`src/rtl/out_pass_delay_frame_config.sv`:
```
// Per-channel tile-edge output stage: pass, delay line, rising-edge pulse or
// retriggerable pulse stretcher, selected per channel by frame config bits.
module out_pass_delay_frame_config #(
    parameter int unsigned NUM_CH       = 4,
    parameter int unsigned DEPTH_BITS   = 2,
    parameter int unsigned CFG_W        = 4,
    parameter int unsigned NoConfigBits = 16
) (
    input  logic                    UserCLK,
    input  logic                    UserRSTn,
    input  logic [NUM_CH-1:0]       I,
    output logic [NUM_CH-1:0]       O,
    input  logic [NoConfigBits-1:0] ConfigBits
);

    localparam int unsigned MAX_DEPTH = 1 << DEPTH_BITS;
    localparam int unsigned CNT_W     = DEPTH_BITS + 1;

    localparam logic [1:0] MODE_PASS    = 2'd0;
    localparam logic [1:0] MODE_DELAY   = 2'd1;
    localparam logic [1:0] MODE_EDGE    = 2'd2;
    localparam logic [1:0] MODE_STRETCH = 2'd3;

    for (genvar k = 0; k < NUM_CH; k++) begin : g_ch
        logic [MAX_DEPTH-1:0]  sr;
        logic [CNT_W-1:0]      cnt;
        logic [1:0]            mode;
        logic [DEPTH_BITS-1:0] delay;
        logic                  out_bit;

        assign mode  = ConfigBits[k*CFG_W +: 2];
        assign delay = ConfigBits[k*CFG_W+2 +: DEPTH_BITS];

        // History and stretch counter run every cycle so a mode change sees live state.
        always_ff @(posedge UserCLK) begin
            if (!UserRSTn) begin
                sr  <= '0;
                cnt <= '0;
            end else begin
                sr <= {sr[MAX_DEPTH-2:0], I[k]};
                if (I[k] && !sr[0]) begin
                    cnt <= CNT_W'(delay) + CNT_W'(1);
                end else if (cnt != '0) begin
                    cnt <= cnt - CNT_W'(1);
                end
            end
        end

        // Output view; config only selects, it never touches state.
        always_comb begin
            out_bit = 1'b0;
            case (mode)
                MODE_PASS:    out_bit = I[k];
                MODE_DELAY:   out_bit = sr[delay];
                MODE_EDGE:    out_bit = sr[0] & ~sr[1];
                MODE_STRETCH: out_bit = (cnt != '0);
                default:      out_bit = 1'b0;
            endcase
        end

        assign O[k] = out_bit;
    end

endmodule

```
`config.mk`:
```
export PLATFORM = sky130hd
export DESIGN_NAME = out_pass_delay_frame_config
export DESIGN_NICKNAME = d
export VERILOG_FILES = /design/src/rtl/out_pass_delay_frame_config.sv
export SDC_FILE = /design/constraint.sdc
export NUM_CORES = 1
export LEC_CHECK = 0
export ABC_AREA = 1
export BUFFER_PORTS_ARGS = -buffer_cell sky130_fd_sc_hd__buf_2
export CAP_MARGIN = 20
export CORE_MARGIN = 1
export CORE_UTILIZATION = 50
export CTS_BUF_LIST = sky130_fd_sc_hd__clkbuf_16
export CTS_CLUSTER_DIAMETER = 150
export DETAILED_ROUTE_END_ITERATION = 12
export GPL_TIMING_DRIVEN = 0
export PLACE_DENSITY = 0.75
export SETUP_SLACK_MARGIN = 0.02
export SYNTH_ARGS = -nofsm -noshare
export SYNTH_HDL_FRONTEND = slang
export SYNTH_SLANG_ARGS = --single-unit
```
`constraint.sdc`:
```
create_clock -name UserCLK -period 1.06 [get_ports UserCLK]
set_clock_uncertainty 0.05 [all_clocks]
set_input_delay 0.106 -clock UserCLK [delete_from_list [all_inputs] [get_ports UserCLK]]
set_output_delay 0.106 -clock UserCLK [all_outputs]
set_load 0.01 [all_outputs]
```
==> flow_summary.ini <==
[run_status]
status = finished, violations left
violations = negative setup slack

[yosys]
synth_compound_area_frac = 0.106
netlist_area_um2 = 1620
synth_top_cell_area_share = 0.346
synthMuxAreaShare = 0
synth-seq-cells = 28
yosys.area_share.simple = 0.297
yosysSeqAreaShare = 0.346
synth_edf_count = 0
synth_top_family_by_area = simple AND/OR/NAND/NOR gates
synthAdderAreaFrac = 0.0928
ys_top_cells_by_count = nand2_1 (68), inv_1 (47), dfxtp_1 (28)
syn_nets = 276
ys.warnings.count = 0
syn_inst = 242
yosys.area.top_type = dfxtp_1
synth_xor_area_frac = 0.0108
synth_area_per_cell_um2 = 6.69
yosysMostFrequentCell = nand2_1
synthTopCellsByArea = dfxtp_1 (35%), nand2_1 (16%), inv_1 (11%), ha_1 (9.3%), nor2_1 (5.3%)
async_flop_share = 0
ys.flop_type = dfxtp_1
synth.distinct_cells = 22

[power]
power_frac_seq = 0.365
p_leak_uw = 0.00116
switchingPower_uw = 1080
intPower_uw = 2300
ir_worst_vdd_mv = 0.919
combPwrFrac = 0.384
swShare = 0.320
clkPwrFrac = 0.252
pwr_density_cell_nw_per_um2 = 1540

[floorplan]
start_util = 0.530
coreArea_um2 = 3050
num_io_pins = 26
die_h_um = 58.9
die_area_um2 = 3470
num_rows = 20
fp.dieW_um = 58.9

[worst_setup_path]
cp_data_required_time_ps = 900
cp.arrival_ps = 1190
rr_endpoint = g_ch[1].cnt[2]
rr_startpoint = g_ch[1].cnt[1]
cp_max_fo = 2
r2r_cells = 8
ff2ff_setup_slack_ps = -140
critical_path_class = reg2out
worst_setup_path_end_kind = output pin
start_kind = flop

[drt]
antenna_left = 0
wl_met1_mm = 1.52
highest_layer = met3
avgRoutedWirePerCell_um = 9.97
drc = 0
wl_met2_mm = 1.61
drtIter0Drc = 47
drt-total-wl_mm = 3.23
dr_wl_met3_um = 103
num_vias = 1526
routed_via_density = 4.71
drt_pass1_iterations = 4

[grt]
grt_pass1_vias = 1332
track_usage = 0.184
grt_pass1_wl_mm = 5.04
gr-total-overflow = 0
antenna_found_initial = 0
grt_start_max_net_pins = 16

[sta]
slew_viol_final = 0
fmax_ghz = 0.742
min_period_ps = 1350
fin_crit_sh = 1.27
tns_ps = -1660
worst_pin_slew_ps = 217
setup_viol = 13
timing.final.ws_setup_ps = -288
hold_ws_ps = 37.8
rsz0062_at_grt = yes
hold_viol_final = 0
relSlewSlack = 0.855

[cells_and_area]
diodes = 0
fin_cells = 324
fill_cells = 279
nNetsFinal = 315
area_delta_synth_final_pct = 35.3
drive_gt1_frac = 0.371

[cts]
cts_tree = yes
cts-root-buf = clkbuf_16
cts_buffers = 3
numClockSinks = 28
clockBufferDepth = 2
postCtsHoldBufs = 0
clock_latency_ps = 260
clk_pin_slew_ps = 70
h-tree-depth = 1

[min_path]
min_to = g_ch[1].cnt[1]
worstHoldStart = UserRSTn
hold_path_depth = 3
holdCritPathClass = in2reg

[placement]
dp_slack_ps = -161
dp_cells = 310
port-buffer-count = 24
gp_congestion = 0.794
dp_hpwl_mm = 2.21

[flow_run]
maxCapViolCount = 0
## cell families (layout without fill, tap and decap cells)
logic type / after synthesis / count (layout)
simple gates: 114 / 114
buf+inv: 56 / 94
fa+ha+maj: 12 / 12
compound gates: 30 / 30
xor+xnor: 2 / 2
flops: 28 / 28
## registers in the layout, summed over array words and instances (netlist names)
name      count
g_ch.cnt     12
g_ch.sr      16
## stage by stage
stage / utilization / instance area, µm² / total power [µW]
finish: 0.717 / 2190 / 3380
global route: 0.717 / 2190 / 3590
CTS: 0.682 / 2080 / 3230
detailed placement: 0.610 / 1860 / 2140
global placement: 0.610 / 1860 / 2120
floorplan: - / 1690 / 1930
## per-layer routing
metal / up-vias / global-route usage
met1: 687 / 0.212
met5: - / 0
met3: 0 / 0.0374
met4: 0 / 0.0204
met2: 21 / 0.356
li1: 818 / -
## area by class of cell
cell class | instances | area (µm²) | area share
clock buffers | 3 | 75.1 | 0.0343
clock inverters | 1 | 3.75 | 0.00171
inverters | 49 | 186 | 0.0851
multi-input cells | 158 | 1010 | 0.461
repair buffers | 38 | 265 | 0.121
flip-flops and latches | 28 | 571 | 0.261
well taps | 44 | 55.1 | 0.0251
plain buffers | 3 | 23.8 | 0.0109
## repair_timing
item                       CTS  global route
setup endpoints to repair   14            16
resized for setup           31            23
pin swaps                   23            17
setup buffers               10             6
## placed cells by master (no fill, tap or decap), drive strengths merged, types with 3 or more instances in the layout
master and count:
nand2 73, inv 49, buf 41, dfxtp 28, nor2 24, nand3 16
o21ai 15, ha 12, a21oi 7, o211ai 6, clkbuf 3
## power groups by stage
stage          Combinational, µW  Sequential (µW)  Clock (µW)
6_report                    1300             1230         851
5_1_grt                     1460             1240         894
3_5_place_dp                 897             1250           0
2_1_floorplan                699             1230           0
4_1_cts                     1130             1230         874
3_3_place_gp                 878             1240           0
## critical path, stage by stage, from the launching register on
cell and delay, ps:
dfxtp_2 320, inv_2 70, ha_4 150, nand2_4 50, nand2_2 50, nand2_1 40
nand2_1 70, nand2_2 50, buf_6 110
## worst max-delay path by stage
stage | startpoint | to | slack, ps | cells after the start
final | g_ch[1].cnt[0] | O[1] | -290 | 8
after CTS | g_ch[1].cnt[1] | O[1] | -300 | 8
after global routing | g_ch[1].cnt[0] | O[1] | -360 | 8
after detailed placement | g_ch[0].cnt[1] | O[0] | -160 | 9
after global placement | g_ch[1].cnt[1] | O[1] | -150 | 9
after floorplan | g_ch[0].cnt[1] | O[0] | 20 | 8
(Power assumes the default switching activity.)
